<file path="config.mk">
export PLATFORM = sky130hd
export DESIGN_NAME = eth_rx_dispatch
export DESIGN_NICKNAME = d
export VERILOG_FILES = /design/src/rtl/eth_pkg.sv /design/src/rtl/eth_crc32_d8.sv /design/src/rtl/eth_rx_dispatch.sv
export SDC_FILE = /design/constraint.sdc
export NUM_CORES = 1
export LEC_CHECK = 0
export BUFFER_PORTS_ARGS = -buffer_cell sky130_fd_sc_hd__buf_4
export CAP_MARGIN = 20
export CORE_AREA = 4 4 124 186
export DETAILED_ROUTE_END_ITERATION = 12
export DIE_AREA = 0 0 128 190
export SKIP_LAST_GASP = 1
export SLEW_MARGIN = 20
export SYNTH_ARGS = -nofsm -noshare
export SYNTH_HDL_FRONTEND = slang
export SYNTH_SLANG_ARGS = --single-unit
</file>
<file path="constraint.sdc">
create_clock -name rx_mac_aclk -period 3.1 [get_ports rx_mac_aclk]
set_clock_uncertainty 0.1 [all_clocks]
set_input_delay 0.62 -clock rx_mac_aclk [delete_from_list [all_inputs] [get_ports rx_mac_aclk]]
set_output_delay 0.62 -clock rx_mac_aclk [all_outputs]
set_load 0.005 [all_outputs]
</file>
<file path="src/rtl/eth_pkg.sv">
// eth_pkg: shared constants, dispatcher state encoding and the byte-wise
// CRC-32 step used by the Ethernet receive dispatcher.
package eth_pkg;

  localparam logic [7:0]  ETH_PREAMBLE    = 8'h55;
  localparam logic [7:0]  ETH_SFD         = 8'hD5;
  localparam logic [15:0] ETH_TYPE_ARP    = 16'h0806;
  localparam logic [15:0] ETH_TYPE_IPV4   = 16'h0800;
  localparam logic [47:0] ETH_BCAST_MAC   = 48'hFFFF_FFFF_FFFF;
  localparam logic [31:0] ETH_CRC_RESIDUE = 32'hC704DD7B;
  localparam logic [31:0] ETH_CRC_POLY    = 32'h04C11DB7;

  typedef enum logic [2:0] {
    ST_IDLE     = 3'd0,
    ST_PREAMBLE = 3'd1,
    ST_HEADER   = 3'd2,
    ST_PAYLOAD  = 3'd3,
    ST_DROP     = 3'd4
  } eth_rx_state_t;

  // One byte of the Ethernet CRC, bits consumed LSB first (reflected input).
  // The register is kept MSB-first so the good-frame residue is 0xC704DD7B.
  function automatic logic [31:0] eth_crc32_d8_next(input logic [31:0] crc,
                                                    input logic [7:0]  d);
    logic [31:0] c;
    logic        fb;
    c = crc;
    for (int i = 0; i < 8; i++) begin
      fb = c[31] ^ d[i];
      c  = {c[30:0], 1'b0} ^ (fb ? ETH_CRC_POLY : 32'h0000_0000);
    end
    return c;
  endfunction

endpackage

</file>
<file path="src/rtl/eth_crc32_d8.sv">
// eth_crc32_d8: byte-wise CRC-32 register. i_init preloads all ones at the
// start of a frame, i_en folds in one received byte per cycle.
module eth_crc32_d8
  import eth_pkg::*;
(
  input  logic        i_clk,
  input  logic        i_rst,
  input  logic        i_init,
  input  logic        i_en,
  input  logic [7:0]  i_data,
  output logic [31:0] o_crc
);

  logic [31:0] r_crc;

  // CRC accumulator: preload on init, update on each enabled byte.
  always_ff @(posedge i_clk) begin
    if (i_rst) begin
      r_crc <= 32'hFFFF_FFFF;
    end else if (i_init) begin
      r_crc <= 32'hFFFF_FFFF;
    end else if (i_en) begin
      r_crc <= eth_crc32_d8_next(r_crc, i_data);
    end else begin
      r_crc <= r_crc;
    end
  end

  assign o_crc = r_crc;

endmodule

</file>
<file path="src/rtl/eth_rx_dispatch.sv">
// eth_rx_dispatch: frames the RGMII receive byte stream, filters on
// destination MAC, and steers ARP / IPv4 payloads (FCS stripped through a
// 5-byte delay line) to two streams. Defining ETH_RX_CRC_CHECK_EN adds an
// FCS check reported on tuser with tlast; otherwise tuser stays 0.
module eth_rx_dispatch
  import eth_pkg::*;
#(
  parameter logic [47:0] LOCAL_MAC = 48'h00_0A_35_01_FE_C0
) (
  input  logic        rx_mac_aclk,
  input  logic        rx_mac_reset,
  input  logic [7:0]  rx_axis_rgmii_tdata,
  input  logic        rx_axis_rgmii_tvalid,
  output logic [7:0]  m_arp_tdata,
  output logic        m_arp_tvalid,
  output logic        m_arp_tlast,
  output logic        m_arp_tuser,
  output logic [7:0]  m_ip_tdata,
  output logic        m_ip_tvalid,
  output logic        m_ip_tlast,
  output logic        m_ip_tuser,
  output logic [47:0] rx_src_mac,
  output logic [15:0] rx_frame_cnt,
  output logic [15:0] rx_drop_cnt
);

  eth_rx_state_t r_state;
  logic [3:0]    r_hdr_cnt;
  logic          r_ucast_ok;
  logic          r_bcast_ok;
  logic [47:0]   r_src_shadow;
  logic [7:0]    r_type_hi;
  logic          r_to_ip;
  logic [7:0]    r_dl [5];
  logic [2:0]    r_dl_cnt;
  logic          r_src_loaded;
  logic          r_prev_tvalid;

  logic [7:0]    w_local_byte;
  logic [15:0]   w_type;
  logic          w_accept;
  logic          w_emit;
  logic          w_emit_last;
  logic          w_drop_inc;
  logic          w_crc_bad;

  assign w_type   = {r_type_hi, rx_axis_rgmii_tdata};
  assign w_accept = (r_ucast_ok || r_bcast_ok) &&
                    ((w_type == ETH_TYPE_ARP) || (w_type == ETH_TYPE_IPV4));

`ifdef ETH_RX_CRC_CHECK_EN
  logic [31:0] w_crc;
  logic        w_crc_init;
  logic        w_crc_en;

  assign w_crc_init = rx_axis_rgmii_tvalid && (r_state == ST_PREAMBLE) &&
                      (rx_axis_rgmii_tdata == ETH_SFD);
  assign w_crc_en   = rx_axis_rgmii_tvalid &&
                      ((r_state == ST_HEADER) || (r_state == ST_PAYLOAD));

  eth_crc32_d8 u_crc (
    .i_clk  (rx_mac_aclk),
    .i_rst  (rx_mac_reset),
    .i_init (w_crc_init),
    .i_en   (w_crc_en),
    .i_data (rx_axis_rgmii_tdata),
    .o_crc  (w_crc)
  );

  // At end of frame every byte through the FCS has been folded in.
  assign w_crc_bad = (w_crc != ETH_CRC_RESIDUE);
`else
  assign w_crc_bad = 1'b0;
`endif

  // Destination MAC byte expected at the current header position.
  always_comb begin
    w_local_byte = 8'h00;
    case (r_hdr_cnt)
      4'd0:    w_local_byte = LOCAL_MAC[47:40];
      4'd1:    w_local_byte = LOCAL_MAC[39:32];
      4'd2:    w_local_byte = LOCAL_MAC[31:24];
      4'd3:    w_local_byte = LOCAL_MAC[23:16];
      4'd4:    w_local_byte = LOCAL_MAC[15:8];
      4'd5:    w_local_byte = LOCAL_MAC[7:0];
      default: w_local_byte = 8'h00;
    endcase
  end

  // Per-cycle decisions: emit a delay-line byte, close a frame, count a drop.
  // A non-preamble byte in IDLE only counts when it really starts a frame,
  // so the tail of a frame cut by reset is ignored.
  always_comb begin
    w_emit      = 1'b0;
    w_emit_last = 1'b0;
    w_drop_inc  = 1'b0;
    if (rx_axis_rgmii_tvalid) begin
      case (r_state)
        ST_IDLE:     w_drop_inc = (rx_axis_rgmii_tdata != ETH_PREAMBLE) && !r_prev_tvalid;
        ST_PREAMBLE: w_drop_inc = (rx_axis_rgmii_tdata != ETH_PREAMBLE) &&
                                  (rx_axis_rgmii_tdata != ETH_SFD);
        ST_HEADER:   w_drop_inc = (r_hdr_cnt == 4'd13) && !w_accept;
        ST_PAYLOAD:  w_emit     = (r_dl_cnt == 3'd5);
        default:     w_drop_inc = 1'b0;
      endcase
    end else begin
      case (r_state)
        ST_PREAMBLE: w_drop_inc = 1'b1;
        ST_HEADER:   w_drop_inc = 1'b1;
        ST_PAYLOAD: begin
          if (r_dl_cnt == 3'd5) begin
            w_emit      = 1'b1;
            w_emit_last = 1'b1;
          end else begin
            w_drop_inc  = 1'b1;
          end
        end
        default:     w_drop_inc = 1'b0;
      endcase
    end
  end

  // Frame FSM: preamble/SFD hunt, header parse, payload delay line.
  always_ff @(posedge rx_mac_aclk) begin
    if (rx_mac_reset) begin
      r_state       <= ST_IDLE;
      r_hdr_cnt     <= 4'd0;
      r_ucast_ok    <= 1'b0;
      r_bcast_ok    <= 1'b0;
      r_src_shadow  <= 48'h0;
      r_type_hi     <= 8'h00;
      r_to_ip       <= 1'b0;
      r_dl_cnt      <= 3'd0;
      r_src_loaded  <= 1'b0;
      r_prev_tvalid <= 1'b1;
      for (int i = 0; i < 5; i++) r_dl[i] <= 8'h00;
    end else begin
      r_prev_tvalid <= rx_axis_rgmii_tvalid;
      if (!rx_axis_rgmii_tvalid) begin
        r_state <= ST_IDLE;
      end else begin
        case (r_state)
          ST_IDLE: begin
            r_state <= (rx_axis_rgmii_tdata == ETH_PREAMBLE) ? ST_PREAMBLE : ST_DROP;
          end
          ST_PREAMBLE: begin
            if (rx_axis_rgmii_tdata == ETH_SFD) begin
              r_state      <= ST_HEADER;
              r_hdr_cnt    <= 4'd0;
              r_ucast_ok   <= 1'b1;
              r_bcast_ok   <= 1'b1;
              r_dl_cnt     <= 3'd0;
              r_src_loaded <= 1'b0;
            end else if (rx_axis_rgmii_tdata != ETH_PREAMBLE) begin
              r_state <= ST_DROP;
            end
          end
          ST_HEADER: begin
            r_hdr_cnt <= r_hdr_cnt + 4'd1;
            if (r_hdr_cnt < 4'd6) begin
              r_ucast_ok <= r_ucast_ok && (rx_axis_rgmii_tdata == w_local_byte);
              r_bcast_ok <= r_bcast_ok && (rx_axis_rgmii_tdata == ETH_BCAST_MAC[7:0]);
            end else if (r_hdr_cnt < 4'd12) begin
              r_src_shadow <= {r_src_shadow[39:0], rx_axis_rgmii_tdata};
            end else if (r_hdr_cnt == 4'd12) begin
              r_type_hi <= rx_axis_rgmii_tdata;
            end else begin
              r_to_ip <= (w_type == ETH_TYPE_IPV4);
              r_state <= w_accept ? ST_PAYLOAD : ST_DROP;
            end
          end
          ST_PAYLOAD: begin
            r_dl[0] <= rx_axis_rgmii_tdata;
            for (int i = 1; i < 5; i++) r_dl[i] <= r_dl[i-1];
            if (r_dl_cnt != 3'd5) r_dl_cnt <= r_dl_cnt + 3'd1;
            if (w_emit) r_src_loaded <= 1'b1;
          end
          ST_DROP: r_state <= ST_DROP;
          default: r_state <= ST_IDLE;
        endcase
      end
    end
  end

  // Registered output streams, source MAC and frame/drop counters.
  always_ff @(posedge rx_mac_aclk) begin
    if (rx_mac_reset) begin
      m_arp_tdata  <= 8'h00;
      m_arp_tvalid <= 1'b0;
      m_arp_tlast  <= 1'b0;
      m_arp_tuser  <= 1'b0;
      m_ip_tdata   <= 8'h00;
      m_ip_tvalid  <= 1'b0;
      m_ip_tlast   <= 1'b0;
      m_ip_tuser   <= 1'b0;
      rx_src_mac   <= 48'h0;
      rx_frame_cnt <= 16'd0;
      rx_drop_cnt  <= 16'd0;
    end else begin
      m_arp_tvalid <= w_emit && !r_to_ip;
      m_arp_tlast  <= w_emit_last && !r_to_ip;
      m_arp_tuser  <= w_emit_last && !r_to_ip && w_crc_bad;
      m_ip_tvalid  <= w_emit && r_to_ip;
      m_ip_tlast   <= w_emit_last && r_to_ip;
      m_ip_tuser   <= w_emit_last && r_to_ip && w_crc_bad;
      if (w_emit && r_to_ip) m_ip_tdata <= r_dl[4];
      if (w_emit && !r_to_ip) m_arp_tdata <= r_dl[4];
      if (w_emit && !r_src_loaded) rx_src_mac <= r_src_shadow;
      if (w_emit_last) rx_frame_cnt <= rx_frame_cnt + 16'd1;
      if (w_drop_inc) rx_drop_cnt <= rx_drop_cnt + 16'd1;
    end
  end

endmodule

</file>
* Word-level counts from Yosys, hierarchy flattened *
Memory sizes are Yosys's and may differ from the RTL's.
Cells that the tools add are included.

word-level totals
  flip-flop bits (word level) = 171
  memory bits (writable) = 40
  input bits = 11
  output and inout bits = 102
  word-level logic and storage cells = 137
  memories kept = 1

operators by class
  $add $sub $neg = 4
  magnitude comparators = 2
  eq/ne operators = 29
  muxes and demuxes = 42
  bitwise operators = 10
  reduce and logical (&&, ||, !) cells = 30

memory list
  name  words  bits a word  read ports  clocked after Yosys merged registers in  wr ports  RTL line               source
  r_dl  5      8            5           0                                        5         eth_rx_dispatch.sv:34  logic [7:0] r_dl [5];

operators by type and width
  kind                     count
  $mux W8                  5
  $pmux W8 S5              1
  $add A16 B1 Y16 const B  2
  $eq A16 B12 Y1 const B   2
  $mux W3                  9
  $mux W1                  18
  $eq A8 B8 Y1 const B     2
  $reduce_and A4 Y1        4
  $pmux W3 S5              1
  $reduce_and A5 Y1        3
  $ne A2 B2 Y1 const B     7
  $logic_and A1 B1 Y1      11
  $eq A4 B2 Y1 const B     2
  $eq A4 B3 Y1 const B     2
  $eq A4 B4 Y1 const B     2
  $eq A8 B7 Y1 const B     1
  $eq A8 B8 Y1             1
  $ne A8 B7 Y1 const B     1
  $ne A8 B8 Y1 const B     1
  $pmux W1 S2              4
  $pmux W4 S2              1
  $eq A3 B2 Y1 const B     2
  $eq A3 B3 Y1 const B     2
  $ne A3 B3 Y1 const B     2
  17 further kinds         31

* Longest topological paths before layout *
  word-level depth = 8
  depth in mapped cells = 9
  depth with buffers taken out = 7

* Least setup slack after synthesis *
No wires, ideal clock.

  path kind = input-to-reg
  start point = input port rx_mac_reset
  end point = memory r_dl[0][0], enable pin
  library setup time = 404 ps
  arrival = 2177 ps
  data required time = 2596 ps
  slack = 420 ps
  stages on the path = 3
  buffers on the path = 2
  cell sequence = clkbuf_1 clkbuf_1 nand2b_1

RTL lines
  item                RTL line               source
  start: declaration  eth_rx_dispatch.sv:11  input logic rx_mac_reset,
  end: declaration    eth_rx_dispatch.sv:34

* Worst setup path after layout *
  start point = register r_state[0]
  end point = register rx_drop_cnt[8]

on the way
  cells in the longest elaborated chain, start to end = 4
  elaborated cells on any way between the ends = 8
  classes of those cells = eq/ne: 3; mux: 3; reduce/logical: 2

ends and longest elaborated chain
  item                                                 RTL line                                       source
  start: declaration                                   eth_rx_dispatch.sv:27                          eth_rx_state_t r_state;
  start signal: assignment                             eth_rx_dispatch.sv:144                         r_state <= (rx_axis_rgmii_tdata == ETH_PREAMBLE) ? ST_PREAMBLE : ST_DROP;
  start signal: assignment                             eth_rx_dispatch.sv:169                         r_state <= w_accept ? ST_PAYLOAD : ST_DROP;
  $eq A3 B2 Y1 / $eq A3 B1 Y1 (equally long branches)  eth_rx_dispatch.sv:98, eth_rx_dispatch.sv:107
  $reduce_or A2 Y1 (no source line)                    --
  $pmux W1 S2                                          eth_rx_dispatch.sv:107                         case (r_state)
  $mux W1 (*)                                          eth_rx_dispatch.sv:97                          if (rx_axis_rgmii_tvalid) begin
  end signal: assignment                               eth_rx_dispatch.sv:210                         if (w_drop_inc) rx_drop_cnt <= rx_drop_cnt + 16'd1;
  end: declaration                                     eth_rx_dispatch.sv:24                          output logic [15:0] rx_drop_cnt

Mark *: on every way between the ends. The rest lies on a longest branch, timed or not.
A chain may end at the register's enable or synchronous reset.

==> impl_metrics.tcl <==
set metrics [dict create \
    mean_area_per_synthesized_cell_sq_um 8.80 \
    share_comb_of_total_power 0.021 \
    grt.total_usage 0.157 \
    remaining_drc_errors 0 \
    cellPowerDensity_nw_per_um2 528 \
    grt_pass1_wl_um 31600 \
    hold_viol_final 0 \
    power_switching_share 0.205 \
    share_seq_of_total_power 0.522 \
    cts_sinks 211 \
    report.final.slew_viol_count 0 \
    synth_seq_area_share 0.544 \
    wl_um 19500 \
    vias 6681 \
    syn_area_sq_um 8490 \
    clockBufferDepth 3 \
    yosys_register_bits 211 \
    share_clk_of_total_power 0.456 \
    cts_tree "built" \
    effective_utilization_at_floorplan 0.396 \
    drive_above_1_share 0.157 \
    first_iter_violations 482 \
    required_ns 3.37 \
    power.internal_mw 4.29 \
    setup_crit_path_kind "flop to flop" \
    critical_path.startpoint_type "flop" \
    gp_congestion 0.864 \
    critical_path.startpoint "r_state[0]$_SDFFE_PP0P_" \
    count_of_maximum_capacitance_violations 0 \
    setup_total_negative_slack_ns 0 \
    drtPass1Iterations 4 \
    synth-main-ff-cell "dfxtp_1" \
    fp.dieH_um 190 \
    hold_path.class "input port to flop" \
    site_rows 66 \
    die_w_um 128 \
    irDropWorstVdd_mv 0.363 \
    maximum_number_of_pins_on_one_net_before_global_route_repair 101 \
    total_inserted_antenna_cells 0 \
    crit_path_end_kind "flop" \
    timing.max_slew.rel_slack 0.317 \
    synthDistinctLibCells 58 \
    synthArstFlopShare 0 \
    cts_repair_resize_count 0 \
    first_global_vias 6219 \
    path_clk_slew_ns 0.06 \
    final_period_minus_worst_setup_slack_ns 2.52 \
    post_cts_setup_buffer_count 0 \
    die-area_sq_um 24300 \
    synth_top_cell_area_share 0.403 \
    wl_cell_um 14.6 \
    worst-slew-pin-transition_ns 1.02 \
    yosysWarningCount 0 \
    yosysTopAreaCell "dfxtp_1" \
    globalRouteOverflowTotal 0 \
    unrepaired_setup_endpoints_after_global_routing "no" \
    final_antenna_net_count 0 \
    finalNetCount 1069 \
    num_io_pins 113 \
    timing.rr.start "r_state[0]$_SDFFE_PP0P_" \
    period_share 0.812 \
    synth_instances 965 \
    cts.htree.levels 1 \
    p_switching_mw 1.10 \
    hold_path_stages 3 \
    layout-area-overhead-vs-synth_pct 20.3 \
    critical_path.max_fanout 15 \
    netlist_top_cells_area "dfxtp_1 40%, edfxtp_1 14%, nand2_1 11%" \
    core_area_sq_um 21500 \
    timing.critical_path.arrival_ns 2.79 \
    fmaxAchievable_mhz 397 \
    place.port_buffers 110 \
    hold_buffers 0 \
    synth_enable_flop_cells 40 \
    clock_tree.root_cell "clkbuf_16" \
    worstRegToRegCells 6 \
    grt_antenna_before_repair 0 \
    setup_viol 0 \
    status "complete, no violations" \
    clkLatencyLatePin_ns 0.49 \
    cts_inserted_buffers 21 \
    leak_pwr_nw 3.70 \
    worst_hold_startpoint "rx_axis_rgmii_tdata[0]" \
    avgViaCountPerCell 5.01 \
    hpwl_after_dpl_um 12900 \
    finalCoreUtilization 0.476 \
]
-- state kept, by name (all words and copies together) (netlist names), 3 cells and up --
register,cells
m_arp_tdata,8
m_ip_tdata,8
r_dl,40
r_dl_cnt,3
r_hdr_cnt,4
r_src_shadow,48
r_state,3
r_type_hi,8
rx_drop_cnt,16
rx_frame_cnt,16
rx_src_mac,48
-- final timing paths --
kind                                               endpoint  slack, ns
worst max-delay path            rx_drop_cnt[8]$_SDFFE_PP0P_       0.58
worst min-delay path              r_type_hi[0]$_SDFFE_PP0P_       0.34
worst max register to register  rx_drop_cnt[8]$_SDFFE_PP0P_       0.58
worst min register to register  rx_src_mac[40]$_SDFFE_PP0P_       0.35
-- cells in the final DEF (no fill, tap or decap), types with 3 or more instances in the layout --
cell type,n
inv_1,10
xor2_1,7
and3_1,3
nand3_1,14
edfxtp_1,40
nor3_1,12
nor4_1,7
buf_4,125
nand2b_1,5
clkbuf_1,5
mux2i_1,11
clkbuf_16,22
nor2b_1,13
and2_1,43
nand2_1,253
mux2_1,14
o21ai_0,8
a211oi_1,6
o21ai_1,4
or3_1,5
or4_1,3
clkbuf_8,3
dfxtp_1,171
o31ai_1,6
a21oi_1,136
ha_1,8
nand4_1,11
xnor2_1,8
nor2_1,61
-- layout make-up --
class / count / area, sq um
flip-flops and latches: 211 / 4620
clock inverters: 4 / 48.8
clock buffers: 30 / 611
fillers: 2148 / 11300
multi-input cells: 679 / 3580
well taps: 272 / 340
repair buffers: 127 / 978
inverters: 10 / 37.5
-- cells by family after synthesis --
| group | count (synthesis) | share of synthesized area |
|---|---|---|
| AO/OA/AOI/OAI | 178 | 0.118 |
| AND/OR/NAND/NOR | 451 | 0.243 |
| multiplexers | 25 | 0.0315 |
| XOR/XNOR | 15 | 0.0155 |
| other | 1 | 0.000442 |
| flip-flops | 211 | 0.544 |
| buffers and inverters | 76 | 0.0357 |
| adder cells (fa/ha/maj) | 8 | 0.0118 |
-- synth_stat cells (13+ instances only) --
library cell / number
nor3_1: 13
nand2_1: 253
and2_1: 43
clkbuf_1: 56
a21oi_1: 136
nor2b_1: 13
edfxtp_1: 40
mux2_1: 14
dfxtp_1: 171
nand3_1: 14
nor2_1: 61
-- worst max-delay path, stage by stage, from the launching register on --
cell	delay (ns)
dfxtp_1	0.59
buf_4	0.23
or3b_1	0.38
a211oi_2	0.29
o41a_2	0.35
a21oi_1	0.12
mux2_1	0.33
-- power by group through the flow --
| stage | combinational, mW | sequential [mW] | clock, mW |
|---|---|---|---|
| detailed placement | 0.115 | 2.88 | 0 |
| global route | 0.128 | 2.82 | 2.65 |
| floorplan | 0.0760 | 2.88 | 0 |
| global placement | 0.114 | 2.88 | 0 |
| CTS | 0.115 | 2.81 | 2.55 |
| finish | 0.115 | 2.82 | 2.46 |
-- metal layers --
metal  routed length (um)  global-route usage
met1                 7960               0.189
met2                 9930               0.280
met3                 1020              0.0287
met4                  553              0.0490
met5                    0                   0
-- per-stage QoR --
stage	worst slack, ns	instances	instance area, sq um	hold slack (ns)	power [mW]
global route	0.390	1333	10200	0.341	5.59
global placement	0.421	1299	9560	0.343	2.99
CTS	0.572	1333	10200	0.319	5.48
floorplan	0.420	966	8500	0.332	2.95
detailed placement	0.389	1299	9560	0.345	2.99
finish	0.581	1333	10200	0.343	5.39
(Power assumes the default switching activity.)
